## src/rtl/monolith_round_ctrl.sv

```systemverilog
// Round sequencer for the Monolith permutation over M31: holds the working state and round
// counter, and launches NUM_ROUNDS+1 passes through an external single-round datapath.
module monolith_round_ctrl #(
    parameter int WORD_WIDTH = 31,
    parameter int STATE_SIZE = 16,
    parameter int NUM_ROUNDS = 6,
    parameter int ROUND_W    = $clog2(NUM_ROUNDS + 1)
) (
    input  logic                  clk,
    input  logic                  reset,
    input  logic [WORD_WIDTH-1:0] in_state     [0:STATE_SIZE-1],
    input  logic                  in_valid,
    output logic                  in_ready,
    output logic [WORD_WIDTH-1:0] out_state    [0:STATE_SIZE-1],
    output logic                  out_valid,
    input  logic                  out_ready,
    output logic [WORD_WIDTH-1:0] dp_state_out [0:STATE_SIZE-1],
    output logic                  dp_valid,
    output logic [ROUND_W-1:0]    dp_round,
    output logic                  dp_init,
    input  logic [WORD_WIDTH-1:0] dp_state_in  [0:STATE_SIZE-1],
    input  logic                  dp_done,
    output logic                  busy
);

    typedef enum logic [1:0] {
        S_IDLE   = 2'd0,
        S_ISSUE  = 2'd1,
        S_WAIT   = 2'd2,
        S_OUTPUT = 2'd3
    } state_t;

    localparam logic [ROUND_W-1:0] LAST_RND = ROUND_W'(NUM_ROUNDS);

    state_t                state_q;
    state_t                state_d;
    logic [WORD_WIDTH-1:0] st [0:STATE_SIZE-1];
    logic [ROUND_W-1:0]    rnd;

    always_ff @(posedge clk or negedge reset) begin
        if (!reset) begin
            state_q <= S_IDLE;
        end else begin
            state_q <= state_d;
        end
    end

    // Working state is only written on an accept or a datapath return while waiting.
    always_ff @(posedge clk or negedge reset) begin
        if (!reset) begin
            rnd <= '0;
            for (int i = 0; i < STATE_SIZE; i++) begin
                st[i] <= '0;
            end
        end else begin
            unique case (state_q)
                S_IDLE: begin
                    if (in_valid) begin
                        st  <= in_state;
                        rnd <= '0;
                    end
                end
                S_WAIT: begin
                    if (dp_done) begin
                        st <= dp_state_in;
                        if (rnd != LAST_RND) begin
                            rnd <= rnd + 1'b1;
                        end
                    end
                end
                default: begin
                end
            endcase
        end
    end

    always_comb begin
        state_d   = state_q;
        in_ready  = 1'b0;
        out_valid = 1'b0;
        dp_valid  = 1'b0;
        dp_round  = '0;
        dp_init   = 1'b0;
        busy      = (state_q != S_IDLE);
        unique case (state_q)
            S_IDLE: begin
                in_ready = 1'b1;
                if (in_valid) begin
                    state_d = S_ISSUE;
                end
            end
            S_ISSUE: begin
                dp_valid = 1'b1;
                dp_round = rnd;
                dp_init  = (rnd == '0);
                state_d  = S_WAIT;
            end
            S_WAIT: begin
                if (dp_done) begin
                    state_d = (rnd == LAST_RND) ? S_OUTPUT : S_ISSUE;
                end
            end
            S_OUTPUT: begin
                out_valid = 1'b1;
                if (out_ready) begin
                    state_d = S_IDLE;
                end
            end
            default: begin
                state_d = S_IDLE;
            end
        endcase
    end

    // Both state views come straight from the register; no input reaches them combinationally.
    assign dp_state_out = st;
    assign out_state    = st;

endmodule

```

## config.mk

```make
export PLATFORM = sky130hd
export DESIGN_NAME = monolith_round_ctrl
export DESIGN_NICKNAME = d
export VERILOG_FILES = /design/src/rtl/monolith_round_ctrl.sv
export SDC_FILE = /design/constraint.sdc
export NUM_CORES = 1
export LEC_CHECK = 0
export BUFFER_PORTS_ARGS = -buffer_cell sky130_fd_sc_hd__buf_2
export CAP_MARGIN = 20
export CORE_AREA = 2 2 770 772
export CTS_BUF_LIST = sky130_fd_sc_hd__clkbuf_16
export DETAILED_ROUTE_END_ITERATION = 6
export DIE_AREA = 0 0 772 774
export PLACE_DENSITY_LB_ADDON = 0.25
export SLEW_MARGIN = 30
export SYNTH_ARGS = -nofsm -noshare
export SYNTH_HDL_FRONTEND = slang
export SYNTH_SLANG_ARGS = --single-unit
```

## constraint.sdc

```tcl
create_clock -name clk -period 1.8 [get_ports clk]
set_input_delay 0.09 -clock clk [delete_from_list [all_inputs] [get_ports clk]]
set_output_delay 0.09 -clock clk [all_outputs]
set_load 0.01 [all_outputs]
```

# Word level (Yosys, flattened, before mapping)
# Cells that the tools add are included.
# totals
output_inout_bits	1000
word_cells	52
inputBits	997
regBits	501
# classes
mux	17
n_reduce_logical	7
add_sub_neg	1
eq_ne	9
# op_table
op	count
two-way mux 496 bit	2
case mux 496 bit (2 select lines)	1
two-way mux 3 bit	4
two-way mux 2 bit	4
inequality test 2 bit (second input constant)	4
case mux 2 bit (4 select lines)	1
case mux 3 bit (2 select lines)	1
AND reduction 3 bit	2
== test 2 bit (second input constant)	2
two-way mux 1 bit	4
AND reduction 4 bit	1
nonzero test 2 bit	2
adder 3 x 1 -> 3 bit (second input constant)	1
== test 3 bit (second input constant)	1
logical NOT 3 bit	1
inequality test 3 bit (second input constant)	1
== test 2 x 1 -> 1 bit (second input constant)	1
logical NOT 2 bit	1

# Longest topological paths before layout
# logic_depth
depth_word	4
ltp_mapped	8
ltp_nobuf	5

# Least setup slack after synthesis
# Ideal clock, no wire load.
# synth_timing
kind	reg2reg
startpoint	reg state_q[1]
endpoint	reg st, in the netlist dp_state_out[242]
setup_time_ns	0.132
path_stages_with_launch	9
setup_slack_ns	0.251
arrival_time_ns	1.417
required_ns	1.668
path_buffers	5
period_less_slack_ns	1.549
cell_sequence	dfrtp_1 buf_4 nor2b_1 buf_4 buf_6 buf_12 buf_8 mux2i_1 o21ai_1
# synth_between
elab_chain_cells	3
word_cells_on_any_way	7
classes_between	eq/ne (3); mux (1); reduce/logical (3)
# synth_lines
item	line_no	rtl
start: declaration	35	state_t state_q;
start signal: assignment	44	state_q <= state_d;
== test 2 bit / logical NOT 2 bit (equally long branches)	56	unique case (state_q)
inequality test 2 bit (no line) / nonzero test 2 bit (equally long branches)	--	
AND reduction 3 bit (no line)	--	
end signal: assignment	59	st <= in_state;
end signal: assignment	65	st <= dp_state_in;
end: declaration	37	logic [WORD_WIDTH-1:0] st [0:STATE_SIZE-1];
# Several ways; a longest one is shown, not always the timed one.
# A chain may end at the register's enable or synchronous reset.

# Worst setup path in the final report
# layout_timing
startpoint	reg state_q[0]
endpoint	reg st, in the netlist dp_state_out[11]
# The elaborated chain is that of the path after synthesis.

==> impl_metrics.json <==
{
  "syn_inst": 2744,
  "grt_pass1_wl_um": 585500,
  "max_cap_viol_count": 0,
  "worst_pin_slew_ns": 0.6357,
  "path_max_fanout": 7,
  "max_clock_freq_mhz": 464.0,
  "yosys_warnings": 0,
  "nFillCells": 68140,
  "portBuffers": 1996,
  "fp.dieArea_sq_mm": 0.5975,
  "dr.first_iter.drc_count": 2807,
  "grt_max_degree": 84,
  "clock_sinks": 501,
  "synth_seq_cells": 501,
  "wl_um": 512000,
  "rows": 282,
  "critPathMaxStageDelay_ns": 0.52,
  "fp.dieW_um": 772,
  "instances_no_fill": 13580,
  "clk_pin_slew_ns": 0.06,
  "dr.pass1.iters": 6,
  "cts_max_level": 3,
  "seqPwrFrac_pct": 20.4,
  "syn_area_sq_mm": 0.02768,
  "vias": 37652,
  "cts_buffers": 80,
  "avgSynthCellArea_sq_um": 10.09,
  "pwr-share-comb_pct": 66.3,
  "start_util_pct": 4.703,
  "antenna_found_initial": 524,
  "p_switching_mw": 66.21,
  "drc": 0,
  "area_growth_pct": 127.1,
  "viasPerCell": 2.773,
  "hold_depth": 4,
  "pwr_density_cell_mw_per_mm2": 1903,
  "setup_ws_ns": -0.3553,
  "cp_cell_sequence": "buf_6 > nor2b_4 > buf_12 > buf_6 > buf_16 > buf_16 > mux2i_1 > o21ai_0",
  "overflow": 0,
  "p_clk_share_pct": 13.3,
  "cpMaxStageDelayCell": "dfrtp_4",
  "reg2reg_depth": 8,
  "worstSkewPairLatency_ns": 0.86,
  "sw_frac_of_total_pct": 55.36,
  "max-vdd-ir-drop_v": 0.0007788,
  "dp_hpwl_um": 444500,
  "layout-drive-gt1-share_pct": 46.24,
  "fin_util_pct": 10.68,
  "syn_nets": 3744,
  "hold_class": "input pin to register",
  "fin_worst_skew_ns": 0.07250,
  "place_area_sq_mm": 0.04477,
  "wl_per_cell_um": 37.70,
  "rsz0062_at_grt": "true",
  "setup_tns_ns": -103.77,
  "cp_top_family": "buffers and inverters",
  "min_from": "in_state[45]",
  "fin_nets": 6524,
  "die_y_um": 774,
  "r2r_start": "state_q[0]",
  "fin_crit_sh_pct": 119.7,
  "rrSetupSlack_ns": -0.36,
  "core_sq_mm": 0.5885,
  "internal_power_mw": 53.39,
  "cp_num_buf_inv": 5,
  "grt.total_usage_pct": 16.11,
  "setup_viol": 510,
  "gp_congestion": 1.047,
  "synth_cell_types": 25,
  "critPathLaunchType": "register",
  "rr_endpoint": "dp_state_out[11]",
  "timing_worst_setup_path_type": "register to register",
  "cts_tree": "built",
  "finalPower_mw": 119.6,
  "critPathCaptureType": "register",
  "final_cell_area_sq_mm": 0.06286,
  "violations": "negative setup slack",
  "hold_viol_final": 0,
  "grt_pass1_vias": 36448,
  "max_slew_margin_pct": 57.48,
  "clock-root-buffer": "clkbuf_16",
  "p_leak_nw": 26.52,
  "drt.antenna.violating_nets": 0,
  "whs_endpoint": "dp_state_out[45]",
  "critPathArrivalTime_ns": 2.84,
  "slew_violations": 0,
  "dp_cells": 12029,
  "dp_slack_ns": -0.5707,
  "ys_seq_area_share_pct": 45.29,
  "io_pins": 1997,
  "clock_path_buffers": 4,
  "finalCriticalPeriod_ns": 2.155,
  "status": "complete, but fails checks",
  "hold-worst-slack_ns": 0.09623,
  "required_ns": 2.48
}
layout make-up:
class / instances / area (sq um) / area share, %
sequential: 501 / 12550 / 19.97
timing repair buffer: 3417 / 26670 / 42.43
clock inverter: 55 / 410.4 / 0.6528
clock buffer: 81 / 2027 / 3.224
multi-input combinational: 1519 / 10930 / 17.39
tap: 7810 / 9772 / 15.54
antenna: 192 / 480.5 / 0.7643
inverter: 5 / 18.77 / 0.02985
power by group through the flow:
| stage | clock [mW] | combinational, mW | sequential [mW] |
|---|---|---|---|
| 5_1_grt | 16.8 | 84.2 | 24.9 |
| 2_1_floorplan | 0 | 26.1 | 23.1 |
| 4_1_cts | 16.6 | 74.7 | 24.4 |
| 3_5_place_dp | 0 | 63.5 | 24.5 |
| 6_report | 15.9 | 79.3 | 24.3 |
| 3_3_place_gp | 0 | 63.9 | 24.4 |
repair_timing:
item / CTS / global route
pin swaps: 0 / 37
gates resized for setup: 266 / 375
gates cloned: 32 / 40
setup buffers: 57 / 32
hold buffers: 1075 / 0
endpoints found under the setup margin: 626 / 590
hold endpoints to repair: 1002 / 0
worst max-delay path by stage:
stage / cells after the start / endpoint / startpoint / slack (ns)
floorplan: 8 / dp_state_out[242] / state_q[1] / 0.25
global placement: 6 / dp_state_out[479] / state_q[1] / -0.60
detailed placement: 6 / dp_state_out[479] / state_q[1] / -0.57
CTS: 4 / dp_init / state_q[0] / -0.37
global route: 9 / dp_state_out[479] / state_q[0] / -0.38
finish: 8 / dp_state_out[11] / state_q[0] / -0.36
worst register-to-register path: stages, from the launching register on:
cell     delay [ns]
dfrtp_4        0.52
buf_6          0.14
nor2b_4        0.12
buf_12         0.15
buf_6          0.11
buf_16         0.15
buf_16         0.28
mux2i_1        0.38
o21ai_0        0.12
registers in the layout, summed over array words and instances, names as in the netlist:
register      flops
dp_state_out    496
rnd               3
state_q           2
cell families after synthesis:
| group | synth area share, % |
|---|---|
| DFF | 45.29 |
| adders and majority gates | 0.1356 |
| buffers and inverters | 18.11 |
| muxes | 17.97 |
| AOI/OAI and AO/OA | 18.13 |
| and+or+nand+nor | 0.3571 |
Yosys cell counts (all sizes together):
cell | number | area share [%]
a21bo | 1 | 0.036
a21oi | 2 | 0.036
and2 | 3 | 0.068
and3b | 1 | 0.032
buf | 565 | 16
clkbuf | 154 | 2.1
dfrtp | 501 | 45
ha | 3 | 0.14
inv | 5 | 0.068
mux2i | 497 | 18
nand2 | 6 | 0.081
nand3 | 4 | 0.072
nor2 | 1 | 0.014
nor2b | 2 | 0.045
o211ai | 3 | 0.081
o21ai | 993 | 18
o21bai | 1 | 0.027
or2 | 1 | 0.023
or3 | 1 | 0.023
routing by layer:
layer / vias up / global-route usage (%) / share of wire, %
met5: - / 0.04023 / 0.40
met4: 298 / 5.561 / 4.5
met3: 1082 / 12.69 / 18
met2: 2919 / 23.92 / 41
met1: 18240 / 17.15 / 36
li1: 15113 / - / -
layout by cell type (no fill, tap or decap), types with 2 or more instances in the layout:
cell type and n:
nand2_1 5, o211ai_1 3, mux2i_2 44, diode_2 192, o21ai_0 565, mux2i_1 418
clkinvlp_4 6, clkbuf_16 116, nor2b_4 2, o21ai_2 36, bufbuf_16 5, bufinv_16 5
buf_4 112, dfrtp_2 9, buf_12 82, o21ai_4 2, buf_2 1975, nand3_1 4
o21ai_1 390, mux2i_4 35, dfrtp_1 491, clkinv_2 5, clkinv_1 20, dlygate4sd3_1 1074
ha_1 3, buf_8 35, and2_4 2, inv_1 20, buf_6 45, a21oi_1 2
buf_16 54
Note: power is estimated with default switching activity, not from simulation.
